<file path="config.mk">
export PLATFORM = sky130hd
export DESIGN_NAME = softmax_job_sched
export DESIGN_NICKNAME = d
export VERILOG_FILES = /design/src/rtl/softmax_job_sched.sv
export SDC_FILE = /design/constraint.sdc
export NUM_CORES = 1
export LEC_CHECK = 0
export CAP_MARGIN = 40
export CORE_UTILIZATION = 35
export CTS_BUF_LIST = sky130_fd_sc_hd__clkbuf_2 sky130_fd_sc_hd__clkbuf_4 sky130_fd_sc_hd__clkbuf_8
export DETAILED_ROUTE_END_ITERATION = 6
export PLACE_DENSITY = 0.76
export SLEW_MARGIN = 20
export SYNTH_ARGS = -nofsm -noshare
export SYNTH_HDL_FRONTEND = slang
export SYNTH_SLANG_ARGS = --single-unit
</file>
<file path="constraint.sdc">
create_clock -name clk -period 3.1 [get_ports clk]
set_input_delay 0.62 -clock clk [delete_from_list [all_inputs] [get_ports clk]]
set_output_delay 0.62 -clock clk [all_outputs]
set_load 0.02 [all_outputs]
</file>
<file path="src/rtl/softmax_job_sched.sv">
// Round-robin job scheduler that sequences requesters onto one softmax core.
// Optional watchdog abort: define SOFTMAX_SCHED_TIMEOUT_EN.
module softmax_job_sched #(
    parameter int NREQ           = 2,
    parameter int ADDRSIZE       = 4,
    parameter int TIMEOUT_CYCLES = 255,
    localparam int IDW           = (NREQ > 1) ? $clog2(NREQ) : 1
) (
    input  logic                     clk,
    input  logic                     reset,
    input  logic [NREQ-1:0]          req_valid,
    output logic [NREQ-1:0]          req_ready,
    input  logic [NREQ*ADDRSIZE-1:0] req_start_addr,
    input  logic [NREQ*ADDRSIZE-1:0] req_end_addr,
    output logic                     sm_init,
    output logic                     sm_start,
    output logic [ADDRSIZE-1:0]      sm_start_addr,
    output logic [ADDRSIZE-1:0]      sm_end_addr,
    input  logic                     sm_done,
    output logic                     sm_reset,
    output logic                     cpl_valid,
    output logic [IDW-1:0]           cpl_id,
    output logic                     cpl_error,
    output logic                     busy
);

    typedef enum logic [2:0] {IDLE, INIT, START, WAIT_DONE, DRAIN, CPL} state_t;

    state_t              r_state, w_next;
    logic [IDW-1:0]      r_rr, r_id, w_gid, w_rr_next;
    logic [ADDRSIZE-1:0] r_sa, r_ea, w_sa, w_ea;
    logic [NREQ-1:0]     w_gnt;
    logic                w_found, w_bad, w_accept, w_timeout, r_err;

    // Round-robin search beginning at r_rr; first valid requester wins.
    always_comb begin
        int idx;
        idx     = 0;
        w_found = 1'b0;
        w_gnt   = '0;
        w_gid   = '0;
        w_sa    = '0;
        w_ea    = '0;
        for (int k = 0; k < NREQ; k++) begin
            idx = int'(r_rr) + k;
            if (idx >= NREQ) idx = idx - NREQ;
            if (!w_found && req_valid[idx]) begin
                w_found    = 1'b1;
                w_gnt[idx] = 1'b1;
                w_gid      = IDW'(idx);
                w_sa       = req_start_addr[idx*ADDRSIZE +: ADDRSIZE];
                w_ea       = req_end_addr[idx*ADDRSIZE +: ADDRSIZE];
            end
        end
    end

    assign w_bad     = (w_ea <= w_sa);
    assign w_accept  = (r_state == IDLE) && w_found && !reset;
    assign w_rr_next = (w_gid == IDW'(NREQ - 1)) ? '0 : w_gid + IDW'(1);

`ifdef SOFTMAX_SCHED_TIMEOUT_EN
    localparam int CW = $clog2(TIMEOUT_CYCLES + 1);
    logic [CW-1:0] r_cnt;
    logic          r_sm_reset;

    // Counter reaches TIMEOUT_CYCLES on the same edge that enters CPL.
    assign w_timeout = ((r_state == WAIT_DONE) || (r_state == DRAIN)) &&
                       (r_cnt == CW'(TIMEOUT_CYCLES - 1));

    always_ff @(posedge clk) begin
        if (reset) begin
            r_cnt      <= '0;
            r_sm_reset <= 1'b0;
        end else begin
            r_sm_reset <= w_timeout;
            if (r_state == START)
                r_cnt <= '0;
            else if ((r_state == WAIT_DONE) || (r_state == DRAIN))
                r_cnt <= r_cnt + CW'(1);
        end
    end

    assign sm_reset = r_sm_reset;
`else
    assign w_timeout = 1'b0;
    assign sm_reset  = 1'b0;
`endif

    always_comb begin
        w_next = r_state;
        case (r_state)
            IDLE:      if (w_found) w_next = w_bad ? CPL : INIT;
            INIT:      w_next = START;
            START:     w_next = WAIT_DONE;
            WAIT_DONE: if (w_timeout) w_next = CPL;
                       else if (sm_done) w_next = DRAIN;
            DRAIN:     if (w_timeout || !sm_done) w_next = CPL;
            CPL:       w_next = IDLE;
            default:   w_next = IDLE;
        endcase
    end

    always_ff @(posedge clk) begin
        if (reset) begin
            r_state <= IDLE;
            r_rr    <= '0;
            r_id    <= '0;
            r_sa    <= '0;
            r_ea    <= '0;
            r_err   <= 1'b0;
        end else begin
            r_state <= w_next;
            if (w_accept) begin
                r_rr  <= w_rr_next;
                r_id  <= w_gid;
                r_sa  <= w_sa;
                r_ea  <= w_ea;
                r_err <= w_bad;
            end else if (w_timeout) begin
                r_err <= 1'b1;
            end
        end
    end

    assign req_ready     = w_accept ? w_gnt : '0;
    assign sm_init       = (r_state == INIT);
    assign sm_start      = (r_state == START);
    assign sm_start_addr = r_sa;
    assign sm_end_addr   = r_ea;
    assign cpl_valid     = (r_state == CPL);
    assign cpl_id        = r_id;
    assign cpl_error     = (r_state == CPL) && r_err;
    assign busy          = (r_state != IDLE);

endmodule

</file>
==> results.toml, run 1 <==
[clocking]
cts_hold_buf = 0
clk_pin_slew_ns = 0.09
clk_latency_ns = 0.29
htreeDepth = 1
clockBufferDepth = 2
cts_num_sinks = 14
postCtsSetupBuffers = 0
cts_made_buffers = 3
clockRootBuffer = "clkbuf_4"
cts_resized = 0
cts_tree = "yes"

[worst_hold_path]
hp-start = "cpl_id"
hold_depth = 2
hp-class = "reg -> reg"
holdPathEnd = "cpl_id"

[route]
finalWirelength_um = 2390
wire_per_inst_um = 14.9
first_iter_violations = 14
avgViaCountPerCell = 5.55
drc = 0
vias = 894
firstDrtPassIters = 4
postRouteAntennaNets = 0

[grt]
grt_pass1_vias = 867
grt_max_degree = 14
grt.total_usage = 0.183
grt_util_met3 = 0.0261
met2_usage = 0.306
antenna_found_initial = 0
grt_pass1_wl_um = 3680
overflow = 0
grt-busiest-layer = "met2"
use_met1 = 0.221

[synthesis]
synth_top_cell_area_share = 0.315
ys_ff_latch = 14
synthTopCellsByArea = "dfxtp_1 32%, a211oi_2 11%, a32oi_1 7.9%"
yosysWarnings = 0
yosysSeqAreaShare = 0.315
syn_area_sq_um = 890
synth_nets = 122
synth_cells = 97
synth.distinct_cells = 32
synth_area_leader_cell = "dfxtp_1"
syn_avg_cell_area_sq_um = 9.17

[placed_design]
placed_cells = 157
port_buffers = 36
dp_hpwl_um = 1780
gp_congestion = 0.821
placed_cell_area_sq_um = 1260

[floorplan]
die_h_um = 52.4
die_w_um = 52.4
num_rows = 17
dieArea_sq_um = 2750
io_pins = 38
start_util = 0.387
core_area_sq_um = 2300

[final_layout]
fin_area_sq_um = 1290
antennaDiodeCount = 0
mostFrequentLayoutCell = "clkdlybuf4s50_1"
mostFrequentLayoutCells = "36 x clkdlybuf4s50_1, 14 x dfxtp_1, 13 x a21oi_1, 9 x inv_1"
drive_gt1_frac = 0.150
fin_cells = 161
area_growth_pct = 45.6
layout.nets = 159

[outcome]
status = "finished, final reports clean"

[critical_path]
reg2reg_setup_slack_ns = 1.02
r2r-end = "r_err"
end_kind = "output pin"
critPathArrivalTime_ns = 2.35
cpMaxStageDelayCell = "clkdlybuf4s50_1"
crit_path_frequent_cell = "clkdlybuf4s50_1"
r2r-start = "r_rr"
worstRegToRegCells = 7
critical_path.max_fanout = 10
required_ns = 2.48
start_kind = "input pin"
slowest_delay_ns = 0.60
path_cells = "clkdlybuf4s50_1, nand2b_1, and2_0, and3_1, clkdlybuf4s50_1"
criticalPathCategory = "in -> out"

[timing]
period_share = 0.959
worst_clock_skew_ns = 0.00587
grt_setup_unrepaired = "false"
fin_crit_ns = 2.97
tns_ns = 0
max_slew_margin = 0.658
fmax_mhz = 336
maxSlewViolCount = 0
setup_viol = 0
hold_violations = 0
tightest_slew_ns = 0.513

[power]
swShare = 0.408
p_int_uw = 521
clkPwrFrac = 0.156
powerDensity_nw_per_um2 = 680
power.leakage_uw = 0.000506
p_switching_uw = 359
p_seq_frac = 0.317
power.share.combinational = 0.527
vdd_drop_max_mv = 0.357

[flow_run]
drv_cap = 0
-- critical path: cells and delay by family --
kind	cells	cell delay (ns)
and+or+nand+nor	3	0.65
buffers and inverters	2	1.08
-- state kept, by name, indices dropped and copies added, names as in the netlist --
name           flops
cpl_id             1
sm_end_addr        4
r_err              1
r_rr               1
sm_start_addr      4
r_state            3
-- per-layer routing --
layer,vias to the layer above,routed length (um)
li1,437,-
met1,425,1100
met2,30,1170
met3,2,92
met4,0,27
met5,-,0
-- per-stage QoR --
stage | total power, uW | hold slack, ns | util | setup WS (ns)
detailed placement | 746 | 0.479 | 0.548 | 0.159
finish | 880 | 0.499 | 0.564 | 0.127
floorplan | 592 | 0.477 | - | 1.07
CTS | 885 | 0.492 | 0.564 | 0.145
global placement | 731 | 0.466 | 0.548 | 0.204
global route | 932 | 0.532 | 0.564 | 0.0857
-- Yosys cell counts --
| cell type | count |
|---|---|
| nor2_1 | 2 |
| and3_1 | 3 |
| and3b_1 | 1 |
| conb_1 | 1 |
| a32oi_1 | 8 |
| a21oi_1 | 13 |
| nor3_4 | 1 |
| nand2b_1 | 1 |
| buf_2 | 3 |
| and2_0 | 1 |
| o221ai_1 | 1 |
| a211oi_2 | 8 |
| nor3b_1 | 2 |
| a21boi_2 | 1 |
| a31oi_1 | 2 |
| o21a_1 | 2 |
| buf_6 | 3 |
| dfxtp_1 | 14 |
| o21ai_0 | 3 |
| and4b_1 | 1 |
| nor3_1 | 1 |
| clkbuf_1 | 2 |
| and2_1 | 3 |
| nand3_1 | 1 |
| a311oi_2 | 1 |
| inv_1 | 9 |
| nand4_1 | 1 |
| a311oi_1 | 1 |
| nor4_1 | 1 |
| or2_1 | 1 |
| buf_4 | 1 |
| ha_1 | 4 |
-- power groups by stage --
stage / sequential [uW] / combinational, uW / clock, uW
floorplan: 302 / 290 / 0
global placement: 280 / 451 / 0
detailed placement: 282 / 464 / 0
CTS: 278 / 465 / 142
global route: 287 / 498 / 147
finish: 279 / 464 / 137
-- cells by family (layout without fill, tap and decap cells) --
group           count (synthesis)  after routing  synth area share
buf+inv                        18             54             0.110
fa+ha+maj                       4              4            0.0563
flops                          14             14             0.315
other cells                     1              1           0.00422
compound gates                 40             40             0.361
simple gates                   20             20             0.153
-- worst max-delay path by stage --
stage | start | to | slack, ns
4_1_cts | req_valid[0] | req_ready[1] | 0.14
3_5_place_dp | req_valid[0] | req_ready[1] | 0.16
3_3_place_gp | req_valid[0] | req_ready[1] | 0.20
6_report | req_valid[0] | req_ready[1] | 0.13
2_1_floorplan | req_valid[0] | r_err | 1.07
5_1_grt | req_valid[0] | req_ready[1] | 0.09
-- area by class of cell --
cell class | instances | area, sq um
Tap cell | 28 | 35.0
Timing Repair Buffer | 41 | 398
Clock buffer | 4 | 36.3
Sequential cell | 14 | 280
Multi-Input combinational cell | 65 | 512
Fill cell | 219 | 1000
Inverter | 9 | 33.8
Note: power is estimated with default switching activity, not from simulation.
==> run 2, diff against run 1 <==
--- a/config.mk
+++ b/config.mk
@@ -6,6 +6,7 @@
 export NUM_CORES = 1
 export LEC_CHECK = 0
 export CAP_MARGIN = 40
+export CORE_MARGIN = 3
 export CORE_UTILIZATION = 35
 export CTS_BUF_LIST = sky130_fd_sc_hd__clkbuf_2 sky130_fd_sc_hd__clkbuf_4 sky130_fd_sc_hd__clkbuf_8
 export DETAILED_ROUTE_END_ITERATION = 6
==> results.toml, run 2 (synthesis results as in run 1) <==
[route]
drc = 0
first_iter_violations = 20
avgViaCountPerCell = 5.52
finalWirelength_um = 2240
wire_per_inst_um = 13.9
vias = 888
postRouteAntennaNets = 0
firstDrtPassIters = 4

[final_layout]
fin_util = 0.559
seqCellArea_sq_um = 280
area_growth_pct = 45.6
layout.nets = 159
mostFrequentLayoutCells = "36 x clkdlybuf4s50_1, 14 x dfxtp_1, 13 x a21oi_1, 9 x inv_1"
fill_cells = 227
drive_gt1_frac = 0.150
antennaDiodeCount = 0
fin_area_sq_um = 1290
mostFrequentLayoutCell = "clkdlybuf4s50_1"
multiInputGateArea_sq_um = 512
fin_cells = 161

[floorplan]
core_area_sq_um = 2320
die_h_um = 56.4
die_w_um = 56.4
num_rows = 17
dieArea_sq_um = 3180
io_pins = 38
start_util = 0.384

[clocking]
clockRootBuffer = "clkbuf_4"
htreeDepth = 1
cts_made_buffers = 3
postCtsSetupBuffers = 0
cts_hold_buf = 0
cts_resized = 0
cts_num_sinks = 14
clockBufferDepth = 2
clk_latency_ns = 0.28
clk_pin_slew_ns = 0.09
cts_tree = "yes"

[timing]
whs_ns = 0.493
setup_viol = 0
max_slew_margin = 0.651
tightest_slew_ns = 0.523
fin_crit_ns = 2.73
fmax_mhz = 367
tns_ns = 0
hold_violations = 0
maxSlewViolCount = 0
grt_setup_unrepaired = "false"
period_share = 0.880
worst_clock_skew_ns = 0.00162

[grt]
overflow = 0
grt_max_degree = 14
grt_pass1_vias = 920
grt-busiest-layer = "met2"
antenna_found_initial = 0
grt_pass1_wl_um = 3830
use_met1 = 0.189
grt_util_met3 = 0.0230
met2_usage = 0.245
grt.total_usage = 0.149

[critical_path]
critPathArrivalTime_ns = 2.11
slowest_delay_ns = 0.60
start_kind = "input pin"
cpMaxStageDelayCell = "clkdlybuf4s50_1"
r2r-end = "r_err"
required_ns = 2.48
worstRegToRegCells = 7
end_kind = "output pin"
r2r-start = "r_rr"
crit_path_frequent_cell = "clkdlybuf4s50_1"
path_cells = "clkdlybuf4s50_1, a21boi_2, and3_1, clkdlybuf4s50_1"
critical_path.max_fanout = 5
reg2reg_setup_slack_ns = 1.11
criticalPathCategory = "in -> out"

[worst_hold_path]
holdPathEnd = "cpl_id"
hold_depth = 2
hp-class = "reg -> reg"
hp-start = "cpl_id"

[placed_design]
port_buffers = 36
gp_congestion = 0.854
dp_hpwl_um = 1740
placed_cells = 157
placed_cell_area_sq_um = 1260

[power]
p_seq_frac = 0.318
power.share.combinational = 0.527
powerDensity_nw_per_um2 = 675
swShare = 0.403
p_int_uw = 522
p_switching_uw = 353
power.leakage_uw = 0.000506
vdd_drop_max_mv = 0.406
clkPwrFrac = 0.154

[flow_run]
drv_cap = 0

[outcome]
status = "finished, final reports clean"
run 2: how the worst max path moves through the flow:
stage / from / to / slack (ns) / depth (start not counted)
2_1_floorplan: req_valid[0] / r_err / 1.07 / 8
3_3_place_gp: req_valid[0] / req_ready[0] / 0.39 / 4
3_5_place_dp: req_valid[0] / req_ready[0] / 0.38 / 4
4_1_cts: req_valid[0] / req_ready[0] / 0.36 / 4
5_1_grt: req_valid[0] / req_ready[0] / 0.31 / 4
6_report: req_valid[0] / req_ready[0] / 0.37 / 4
run 2: layout make-up:
| type | instances | share of cell area |
|---|---|---|
| repair buffers | 41 | 0.307 |
| inverters | 9 | 0.0261 |
| well taps | 28 | 0.0271 |
| clock buffers | 4 | 0.0280 |
| multi-input cells | 65 | 0.395 |
| flip-flops and latches | 14 | 0.216 |
run 2: through the flow:
step	setup slack [ns]	power [uW]
finish	0.373	874
global route	0.314	936
CTS	0.361	881
floorplan	1.07	592
global placement	0.388	737
detailed placement	0.379	747
run 2: routing by layer:
layer	vias up	wire, um
met5	-	0
met4	0	50
met3	6	87
met2	26	1090
met1	418	1020
li1	438	-
run 2: worst max-delay path, delay by kind of cell:
kind,cells,cell delay (ns)
buffers and inverters,2,1.13
AOI/OAI and AO/OA,1,0.19
and+or+nand+nor,1,0.17
run 2: power groups by stage:
| stage | clock network (uW) | logic (uW) | registers [uW] |
|---|---|---|---|
| 6_report | 135 | 461 | 278 |
| 5_1_grt | 145 | 503 | 288 |
| 4_1_cts | 136 | 467 | 278 |
| 3_5_place_dp | 0 | 465 | 283 |
| 3_3_place_gp | 0 | 456 | 281 |
| 2_1_floorplan | 0 | 290 | 302 |
